<file path="config.mk">
export PLATFORM = sky130hd
export DESIGN_NAME = seg_scan_ctrl_flat
export DESIGN_NICKNAME = d
export VERILOG_FILES = /design/src/rtl/seg_scan_if.sv /design/src/rtl/seg_scan_ctrl.sv /design/src/flat_wrapper.sv
export SDC_FILE = /design/constraint.sdc
export NUM_CORES = 1
export LEC_CHECK = 0
export BUFFER_PORTS_ARGS = -buffer_cell sky130_fd_sc_hd__buf_2
export CORE_UTILIZATION = 50
export CTS_CLUSTER_SIZE = 16
export DETAILED_ROUTE_END_ITERATION = 12
export HOLD_SLACK_MARGIN = 0.1
export MAX_ROUTING_LAYER = met4
export PLACE_DENSITY = 0.69
export SLEW_MARGIN = 20
export SYNTH_ARGS = -nofsm -noshare
export SYNTH_HDL_FRONTEND = slang
export SYNTH_SLANG_ARGS = --single-unit
</file>
<file path="constraint.sdc">
create_clock -name clk -period 3.86 [get_ports clk]
set_input_delay 0.193 -clock clk [delete_from_list [all_inputs] [get_ports clk]]
set_output_delay 0.193 -clock clk [all_outputs]
set_load 0.02 [all_outputs]
</file>
<file path="src/rtl/seg_scan_if.sv">
// Display-value load channel for seg_scan_ctrl.
//   ld_valid : source offers a new 16-bit display value
//   ld_ready : controller can take a value (no value is buffered)
//   ld_data  : display value, nibble k ([4k+3:4k]) is digit k
// The master drives the value; the scan controller is the slave.
interface seg_scan_if;
    logic        ld_valid;
    logic        ld_ready;
    logic [15:0] ld_data;

    modport master (output ld_valid, output ld_data, input ld_ready);
    modport slave  (input ld_valid, input ld_data, output ld_ready);
endinterface

</file>
<file path="src/rtl/seg_scan_ctrl.sv">
// Time-multiplexed scan controller for a 4-digit common-anode
// seven-segment display. It drives one digit at a time and puts a
// blanking gap after each digit to suppress ghosting. A new display value
// is accepted over a valid/ready channel. It is applied only at a frame
// boundary, so a frame never mixes old and new digits.
//
// Ports:
//   clk         system clock
//   rst_n       asynchronous active-low reset
//   ld          load channel (seg_scan_if.slave): ld_valid, ld_ready, ld_data
//   en_mask     per-digit enable; a 0 keeps that digit dark, timing unchanged
//   an          anode enables, active-low, at most one bit low
//   nibble      nibble of the current digit, to the external decoder
//   frame_start one-cycle pulse when the digit-0 slot begins
//
// FSM states:
//   state    | meaning
//   ST_BLANK | all anodes off for BLANK_TICKS ticks, nibble held
//   ST_SHOW  | current digit driven for ON_TICKS ticks
module seg_scan_ctrl #(
    parameter int DIV         = 100000,
    parameter int ON_TICKS    = 4,
    parameter int BLANK_TICKS = 1
) (
    input  logic         clk,
    input  logic         rst_n,
    seg_scan_if.slave    ld,
    input  logic [3:0]   en_mask,
    output logic [3:0]   an,
    output logic [3:0]   nibble,
    output logic         frame_start
);

    localparam int PW   = (DIV > 1) ? $clog2(DIV) : 1;
    localparam int TMAX = (ON_TICKS > BLANK_TICKS) ? ON_TICKS : BLANK_TICKS;
    localparam int TW   = (TMAX > 1) ? $clog2(TMAX) : 1;

    localparam logic [PW-1:0] PRE_LAST   = PW'(DIV - 1);
    localparam logic [TW-1:0] ON_LAST    = TW'(ON_TICKS - 1);
    localparam logic [TW-1:0] BLANK_LAST = TW'(BLANK_TICKS - 1);

    typedef enum logic {ST_BLANK, ST_SHOW} state_t;

    logic [PW-1:0] pre_cnt;
    logic [TW-1:0] tick_cnt;
    logic [TW-1:0] tick_cnt_nxt;
    state_t        state;
    state_t        state_nxt;
    logic [1:0]    digit;
    logic [1:0]    digit_nxt;
    logic [15:0]   active;
    logic [15:0]   active_nxt;
    logic [15:0]   pend_data;
    logic          pending;
    logic          pending_nxt;
    logic          tick;
    logic          boundary;
    logic          apply;
    logic          xfer;

    assign tick = (pre_cnt == PRE_LAST);

    always_comb begin
        state_nxt    = state;
        digit_nxt    = digit;
        tick_cnt_nxt = tick_cnt;
        if (tick) begin
            if (state == ST_SHOW) begin
                if (tick_cnt == ON_LAST) begin
                    state_nxt    = ST_BLANK;
                    tick_cnt_nxt = '0;
                end else begin
                    tick_cnt_nxt = tick_cnt + 1'b1;
                end
            end else begin
                if (tick_cnt == BLANK_LAST) begin
                    state_nxt    = ST_SHOW;
                    digit_nxt    = digit + 2'd1;
                    tick_cnt_nxt = '0;
                end else begin
                    tick_cnt_nxt = tick_cnt + 1'b1;
                end
            end
        end
    end

    // Frame boundary: the last blank tick after digit 3, i.e. the edge
    // that starts the digit-0 slot.
    assign boundary = tick && (state == ST_BLANK) && (tick_cnt == BLANK_LAST)
                      && (digit == 2'd3);
    assign apply    = boundary && pending;
    assign xfer     = ld.ld_valid && ld.ld_ready;

    assign active_nxt = apply ? pend_data : active;

    // Clearing on apply wins over a transfer. A transfer cannot happen
    // while pending is set, because ready is low. So data accepted on the
    // boundary cycle is held for the next frame, not this one.
    assign pending_nxt = apply ? 1'b0 : (xfer ? 1'b1 : pending);

    always_ff @(posedge clk or negedge rst_n) begin
        if (!rst_n) begin
            pre_cnt     <= '0;
            tick_cnt    <= '0;
            state       <= ST_BLANK;
            digit       <= 2'd3;
            active      <= '0;
            pend_data   <= '0;
            pending     <= 1'b0;
            an          <= 4'hF;
            nibble      <= 4'h0;
            frame_start <= 1'b0;
            ld.ld_ready <= 1'b1;
        end else begin
            pre_cnt     <= tick ? '0 : pre_cnt + 1'b1;
            tick_cnt    <= tick_cnt_nxt;
            state       <= state_nxt;
            digit       <= digit_nxt;
            active      <= active_nxt;
            pending     <= pending_nxt;
            frame_start <= boundary;
            ld.ld_ready <= ~pending_nxt;
            if (xfer) begin
                pend_data <= ld.ld_data;
            end
            // Outputs follow the next state so they change on the same edge
            // as the FSM. en_mask is applied every cycle, even mid-slot.
            if (state_nxt == ST_SHOW && en_mask[digit_nxt]) begin
                an <= ~(4'b0001 << digit_nxt);
            end else begin
                an <= 4'hF;
            end
            if (state_nxt == ST_SHOW) begin
                nibble <= active_nxt[{digit_nxt, 2'b00} +: 4];
            end
        end
    end

endmodule

</file>
<file path="src/flat_wrapper.sv">
// flat-port wrapper written by rule: the top's interface ports become plain ports
module seg_scan_ctrl_flat 
#(
    parameter int DIV         = 100000,
    parameter int ON_TICKS    = 4,
    parameter int BLANK_TICKS = 1
)
  (clk, rst_n, en_mask, an, nibble, frame_start, ld_ld_valid, ld_ld_data, ld_ld_ready);
  seg_scan_if ld_i ();
  input  logic clk;
  input  logic rst_n;
  input  logic [3:0] en_mask;
  output logic [3:0] an;
  output logic [3:0] nibble;
  output logic frame_start;
  input wire logic [$bits(ld_i.ld_valid)-1:0] ld_ld_valid;
  input wire logic [$bits(ld_i.ld_data)-1:0] ld_ld_data;
  output wire logic [$bits(ld_i.ld_ready)-1:0] ld_ld_ready;
  assign ld_i.ld_valid = ld_ld_valid;
  assign ld_i.ld_data = ld_ld_data;
  assign ld_ld_ready = ld_i.ld_ready;
  seg_scan_ctrl #(.DIV(DIV), .ON_TICKS(ON_TICKS), .BLANK_TICKS(BLANK_TICKS)) u_core (.clk(clk), .rst_n(rst_n), .ld(ld_i), .en_mask(en_mask), .an(an), .nibble(nibble), .frame_start(frame_start));
endmodule
</file>
==> flow_summary.json, run 1 <==
{
  "effective_utilization_at_floorplan": 0.533,
  "setup.worst_path.start_class": "flip-flop",
  "root_buffer": "sky130_fd_sc_hd__clkbuf_8",
  "finalWeightedCongestion": 0.841,
  "outcome": "completed",
  "dp_worst_setup_slack_ns": 1.09,
  "postSynthAreaPerCell_um2": 10.5,
  "cts.repair.resized": 0,
  "grt_max_degree": 37,
  "synth_commonest_cells": "62 x sky130_fd_sc_hd__nand2_1, 58 x sky130_fd_sc_hd__dfrtp_1, 20 x sky130_fd_sc_hd__mux2_2",
  "detailed_place_hpwl_mm": 4.48,
  "grt_usage": 0.231,
  "numPortBuffers": 32,
  "ys_types": 52,
  "htree_num_levels": 3,
  "netlist_area_um2": 3230,
  "yosysTopAreaCellShare": 0.450,
  "synth.area.top_cells": "sky130_fd_sc_hd__dfrtp_1 45%, sky130_fd_sc_hd__nand2_1 7.2%, sky130_fd_sc_hd__mux2_2 7.0%, sky130_fd_sc_hd__dfstp_2 5.7%, sky130_fd_sc_hd__nand4_1 2.3%",
  "path_class": "flip-flop to flip-flop",
  "die_width_um": 82.4,
  "crit_end_category": "flip-flop",
  "timing_hold_violations_final": 0,
  "first_pass_grt_wire_length_mm": 11.1,
  "arrival_ns": 3.02,
  "post-synth-top-area-cell": "sky130_fd_sc_hd__dfrtp_1",
  "total_leakage_power_nw": 1.71,
  "tightestPinTransition_ns": 0.731,
  "yosysWarningCount": 0,
  "ios": 33,
  "max_cap_viol_count": 0,
  "max_clock_freq_mhz": 359,
  "timing.final.crit_period_ns": 2.79,
  "routed_length_per_placed_instance_um": 15.1,
  "cp.required_ns": 4.09,
  "grt_antenna_before_repair": 0,
  "tritoncts": "yes",
  "setup_violations": 0,
  "dominantRegCellSynth": "sky130_fd_sc_hd__dfrtp_1",
  "synth.yosys.seq_area_share": 0.507,
  "drt_pass1_iterations": 4,
  "timing.final.ws_setup_ns": 1.07,
  "drt-initial-drc-count": 97,
  "synth_enable_flop_cells": 0,
  "postSynth.asyncResetShare": 1.00,
  "layout.nets": 383,
  "setup_tns_ns": 0,
  "largest_buffer_count_on_any_clock_path": 2,
  "drive_above_1_share": 0.239,
  "route.antenna.remaining_nets": 0,
  "report.final.slew_viol_count": 0,
  "finalClockSkew_ns": 0.00923,
  "max_slew_margin": 0.511,
  "fp.dieArea_um2": 6780,
  "route.vias.total": 2454,
  "synthToLayoutAreaGrowth_pct": 18.6,
  "worst-path-max-fanout": 27,
  "rows": 28,
  "clk_pin_slew_ns": 0.07,
  "final.period_utilization": 0.722,
  "worstRegToRegCells": 6,
  "via_density": 5.64,
  "max_ir_drop_vdd_mv": 0.377,
  "chipHeight_um": 82.4,
  "drc_errors": 0,
  "min_path_type": "input port to flip-flop",
  "synthesis.nets": 334,
  "synthesized_instance_count": 306,
  "via_count_of_the_first_global_routing_pass": 2338,
  "most_frequently_used_cell_type_in_the_post_synthesis_netlist": "sky130_fd_sc_hd__nand2_1",
  "clock_latency_ns": 0.35,
  "grt_overflow": 0,
  "yosys_register_bits": 65,
  "tritoncts_num_sinks": 65,
  "numCtsBuffers": 9,
  "routed_wirelength_mm": 6.57,
  "grt_setup_unrepaired": "no",
  "power.density_nw_per_um2": 412,
  "core_um2": 6060,
  "num_antenna_cells": 0,
  "whs_path_cells": 3
}
## final timing paths
check | startpoint | to | slack (ns)
worst max register to register | u_core.digit[0] | u_core.nibble[0] | 1.07
worst min-delay path | en_mask[2] | u_core.an[2] | 0.12
worst max-delay path | u_core.digit[0] | u_core.nibble[0] | 1.07
max in group asynchronous | rst_n | u_core.digit[0] | 2.51
worst min register to register | u_core.active[14] | u_core.active[14] | 0.48
min in group asynchronous | rst_n | u_core.pre_cnt[12] | 0.41
## registers in the layout (all words and copies together), names as in the netlist
name / cells
u_core.pre_cnt: 17
u_core.ld.ld_ready: 1
u_core.pend_data: 16
u_core.tick_cnt: 2
u_core.active: 16
u_core.frame_start: 1
u_core.nibble: 4
u_core.state: 1
u_core.an: 4
u_core.digit: 2
u_core.pending: 1
## critical path, stage by stage, from the launching register on
cell                      delay [ns]
sky130_fd_sc_hd__dfstp_2        0.86
sky130_fd_sc_hd__ha_1           0.33
sky130_fd_sc_hd__nand2_1        0.32
sky130_fd_sc_hd__nor3_2         0.32
sky130_fd_sc_hd__mux2_2         0.38
sky130_fd_sc_hd__nor2b_1        0.13
sky130_fd_sc_hd__o32a_1         0.33
## area by class of cell
cell class | instances | area, µm²
clock buffers | 10 | 138
well taps | 75 | 93.8
inverters | 9 | 33.8
clock inverters | 6 | 90.1
multi-input cells | 217 | 1480
flip-flops and latches | 65 | 1640
fillers | 510 | 2230
repair buffers | 53 | 363
## repair_timing
item / CTS / global route
hold endpoints to repair: 40 / 0
setup buffers: 0 / 0
hold buffers: 18 / 0
## cells in the final DEF (no fill, tap or decap), drive strengths merged, types with 7 or more instances in the layout
cell type    Yosys  layout
nand2           62      62
dfrtp           58      58
buf             11      35
mux2            21      21
dlygate4sd3      0      18
nand4           12      12
nand3           11      11
nor2            11      11
clkbuf           4      10
inv              9      10
xnor2            8       8
nor2b            7       7
dfstp            7       7
## power breakdown
part	switching (mW)	total (mW)	internal (mW)
clock network	0.276	0.659	0.383
registers	0.0575	0.803	0.745
logic	0.0377	0.114	0.0766
total	0.371	1.58	1.21
## per-stage QoR
stage / power, mW / cell area [µm²] / utilization / hold slack (ns) / std cells
floorplan: 0.859 / 3230 / - / -0.103 / 306
global placement: 0.914 / 3420 / 0.564 / 0.258 / 401
detailed placement: 0.917 / 3420 / 0.564 / 0.266 / 401
CTS: 1.59 / 3830 / 0.632 / 0.104 / 435
global route: 1.63 / 3830 / 0.632 / 0.118 / 435
finish: 1.58 / 3830 / 0.632 / 0.116 / 435
## cells by family (layout without fill, tap and decap cells)
family | Yosys count | count (layout) | synth area share
and+or+nand+nor | 131 | 131 | 0.205
AOI/OAI and AO/OA | 40 | 40 | 0.0938
muxes | 27 | 27 | 0.101
DFF | 65 | 65 | 0.507
xor gates and xnor gates | 14 | 14 | 0.0380
buffers and inverters | 24 | 78 | 0.0364
adders and majority gates | 5 | 5 | 0.0194
## metal layers
layer / GRT usage / up-vias / part of all wire
met5: - / - / 0
met2: 0.343 / 73 / 0.44
li1: - / 1190 / -
met3: 0.0593 / 13 / 0.047
met1: 0.308 / 1178 / 0.50
met4: 0.0789 / 0 / 0.018
(Power assumes the default switching activity.)
==> run 2: changes to the inputs <==
--- a/config.mk
+++ b/config.mk
@@ -5,13 +5,14 @@
 export SDC_FILE = /design/constraint.sdc
 export NUM_CORES = 1
 export LEC_CHECK = 0
+export ABC_AREA = 1
 export BUFFER_PORTS_ARGS = -buffer_cell sky130_fd_sc_hd__buf_2
 export CORE_UTILIZATION = 50
 export CTS_CLUSTER_SIZE = 16
 export DETAILED_ROUTE_END_ITERATION = 12
 export HOLD_SLACK_MARGIN = 0.1
 export MAX_ROUTING_LAYER = met4
-export PLACE_DENSITY = 0.69
+export PLACE_DENSITY = 0.72
 export SLEW_MARGIN = 20
 export SYNTH_ARGS = -nofsm -noshare
 export SYNTH_HDL_FRONTEND = slang
==> constraint.sdc (replaced) <==
create_clock -name clk -period 2.5 [get_ports clk]
set_input_delay 0.125 -clock clk [delete_from_list [all_inputs] [get_ports clk]]
set_output_delay 0.125 -clock clk [all_outputs]
set_load 0.02 [all_outputs]
==> flow_summary.json, run 2 <==
{
  "numPortBuffers": 32,
  "route.vias.total": 2599,
  "grt_overflow": 0,
  "power_frac_comb": 0.069,
  "yosysTopAreaCellShare": 0.458,
  "power.sequential.fraction": 0.501,
  "power.density_nw_per_um2": 622,
  "synth_commonest_cells": "109 x sky130_fd_sc_hd__nand2_1, 58 x sky130_fd_sc_hd__dfrtp_1, 42 x sky130_fd_sc_hd__inv_1",
  "clockPowerShare": 0.430,
  "timing.final.crit_period_ns": 2.10,
  "path_class": "flip-flop to flip-flop",
  "rows": 28,
  "max_cap_viol_count": 0,
  "arrival_ns": 2.35,
  "critPathBufInv": 0,
  "postSynth.asyncResetShare": 1.00,
  "largest_reg_flops": 17,
  "power.net_switching_mw": 0.568,
  "worst-path-max-fanout": 18,
  "core_um2": 6030,
  "regToRegStartpoint": "u_core.pre_cnt[0]",
  "min_path_type": "input port to flip-flop",
  "startpoint_of_the_worst_hold_path": "en_mask[2]",
  "largest_register": "u_core.pre_cnt",
  "timing_hold_violations_final": 0,
  "outcome": "completed",
  "finalWeightedCongestion": 0.828,
  "tritoncts_num_sinks": 65,
  "drive_above_1_share": 0.215,
  "setup_violations": 0,
  "numCtsBuffers": 9,
  "reg_top3": "u_core.pre_cnt: 17 flops, u_core.active: 16 flops, u_core.pend_data: 16 flops",
  "cp.required_ns": 2.75,
  "synthesized_instance_count": 385,
  "post-cts-setup-buffers": 0,
  "crit_end_category": "flip-flop",
  "synthToLayoutAreaGrowth_pct": 20.0,
  "drc_errors": 0,
  "leading_cell_type_in_the_layout_fill_and_taps_excluded": "sky130_fd_sc_hd__nand2_1",
  "ios": 33,
  "drt_pass1_iterations": 4,
  "ys_types": 32,
  "setup.worst_path.start_class": "flip-flop",
  "max_ir_drop_vdd_mv": 0.431,
  "finalClockSkew_ns": 0.0102,
  "report.final.slew_viol_count": 0,
  "detailed_place_hpwl_mm": 4.74,
  "crit_path_cell_trace": "ha_1 -> nand2_1 -> nor2_4 -> nand3_2 -> nor2_4 -> nand4_4 -> nand2_2 -> nand2_1 -> nand2_1 -> nand3_1 -> nor2_1 -> nor2_1",
  "final.period_utilization": 0.840,
  "grt_antenna_before_repair": 0,
  "via_density": 4.99,
  "netlist_area_um2": 3170,
  "setup_tns_ns": 0,
  "die_width_um": 81.6,
  "route.antenna.remaining_nets": 0,
  "max_clock_freq_mhz": 476,
  "via_count_of_the_first_global_routing_pass": 2591,
  "switching_share": 0.240,
  "layout.nets": 469,
  "critPathSlowestCell": "sky130_fd_sc_hd__dfrtp_1",
  "slowest_delay_ns": 0.37,
  "yosysWarningCount": 0,
  "layout.cells.most_common_list": "109 x sky130_fd_sc_hd__nand2_1, 58 x sky130_fd_sc_hd__dfrtp_1, 42 x sky130_fd_sc_hd__inv_1, 41 x sky130_fd_sc_hd__nor2_1, 32 x sky130_fd_sc_hd__buf_2",
  "synth.yosys.seq_area_share": 0.516,
  "largest_buffer_count_on_any_clock_path": 2,
  "htree_num_levels": 3,
  "postSynthAreaPerCell_um2": 8.24,
  "drt-initial-drc-count": 128,
  "max_slew_margin": 0.591,
  "total_leakage_power_nw": 1.90,
  "routed_wirelength_mm": 6.69,
  "crit_top_cell": "sky130_fd_sc_hd__nand2_1",
  "grt_setup_unrepaired": "no",
  "yosys_register_bits": 65,
  "most_frequently_used_cell_type_in_the_post_synthesis_netlist": "sky130_fd_sc_hd__nand2_1",
  "grt_max_degree": 26,
  "tightestPinTransition_ns": 0.613,
  "clock_latency_ns": 0.35,
  "synth_enable_flop_cells": 0,
  "dominantRegCellSynth": "sky130_fd_sc_hd__dfrtp_1",
  "synthesis.nets": 413,
  "routed_length_per_placed_instance_um": 12.8,
  "synth.area.top_cells": "sky130_fd_sc_hd__dfrtp_1 46%, sky130_fd_sc_hd__nand2_1 13%, sky130_fd_sc_hd__dfstp_2 5.8%, sky130_fd_sc_hd__inv_1 5.0%, sky130_fd_sc_hd__nor2_1 4.9%",
  "chipHeight_um": 81.6,
  "critPathLaunch": "u_core.pre_cnt[0]",
  "crit_family": "simple AND/OR/NAND/NOR gates",
  "effective_utilization_at_floorplan": 0.526,
  "first_pass_grt_wire_length_mm": 11.4,
  "tritoncts": "yes",
  "timing.hold.ws_ns": 0.128,
  "grt_usage": 0.237,
  "clk_pin_slew_ns": 0.08,
  "post-synth-top-area-cell": "sky130_fd_sc_hd__dfrtp_1",
  "fp.dieArea_um2": 6660,
  "num_antenna_cells": 0,
  "root_buffer": "sky130_fd_sc_hd__clkbuf_8",
  "p_int_mw": 1.80
}
## run 2: changes by cell type after synthesis, moves of 11 or more
cell / delta
sky130_fd_sc_hd__nand2_1: +47
sky130_fd_sc_hd__inv_1: +33
sky130_fd_sc_hd__nor2_1: +30
sky130_fd_sc_hd__mux2_2: -20
sky130_fd_sc_hd__nand2_2: +18
sky130_fd_sc_hd__nand3_1: +16
sky130_fd_sc_hd__o21ai_0: +11
## run 2: final timing paths
kind	end	slack (ns)	cells past startpoint
worst max-delay path	u_core.nibble[2]	0.40	12
worst min-delay path	u_core.an[3]	0.13	4
worst max register to register	u_core.nibble[2]	0.40	12
worst min register to register	u_core.pre_cnt[0]	0.46	1
max in group asynchronous	u_core.digit[0]	1.41	3
min in group asynchronous	u_core.pre_cnt[9]	0.32	2
## run 2: final cells by class
type	instances	area (µm²)
timing repair buffer	52	353
inverter	48	180
multi-input combinational	265	1320
clock inverter	6	90.1
clock buffer	10	138
sequential	65	1640
fill	507	2220
tap	75	93.8
## run 2: metal layers
layer  track usage  routed length (µm)
met1         0.307                3240
met4         0.112                 165
met5             -                   0
met3        0.0411                 215
met2         0.363                3070
## run 2: what timing repair did
| action | CTS | global route |
|---|---|---|
| hold endpoints to repair | 38 | 0 |
| endpoints found under the setup margin | 0 | 0 |
| hold buffers | 17 | 0 |
| gates resized for setup | 0 | 0 |
## run 2: cell families (layout without fill, tap and decap cells)
group	count (synthesis)	in the layout	synth area share
compound gates	29	29	0.0513
xor+xnor	4	4	0.0111
fa+ha+maj	5	5	0.0197
buf+inv	55	116	0.0691
flops	65	65	0.516
simple gates	227	227	0.333
## run 2: tightest hold or removal path, cell delays in order
cell and delay [ns]:
sky130_fd_sc_hd__buf_2 0.08, sky130_fd_sc_hd__nand2_1 0.05, sky130_fd_sc_hd__nand4_1 0.12, sky130_fd_sc_hd__nand3_1 0.08
## run 2: power groups by stage
stage	logic, mW	clock network, mW	registers, mW
finish	0.164	1.02	1.19
global route	0.192	1.07	1.20
floorplan	0.0872	0	1.19
global placement	0.138	0	1.20
CTS	0.166	1.04	1.18
detailed placement	0.145	0	1.20
## run 2: through the flow
stage | worst slack [ns] | util | total power [mW] | instances | area (µm²)
after detailed placement | 0.398 | 0.566 | 1.35 | 488 | 3410
after CTS | 0.378 | 0.632 | 2.39 | 521 | 3810
final | 0.401 | 0.632 | 2.37 | 521 | 3810
after floorplan | 0.724 | - | 1.28 | 385 | 3170
after global placement | 0.438 | 0.566 | 1.34 | 488 | 3410
after global routing | 0.116 | 0.632 | 2.46 | 521 | 3810
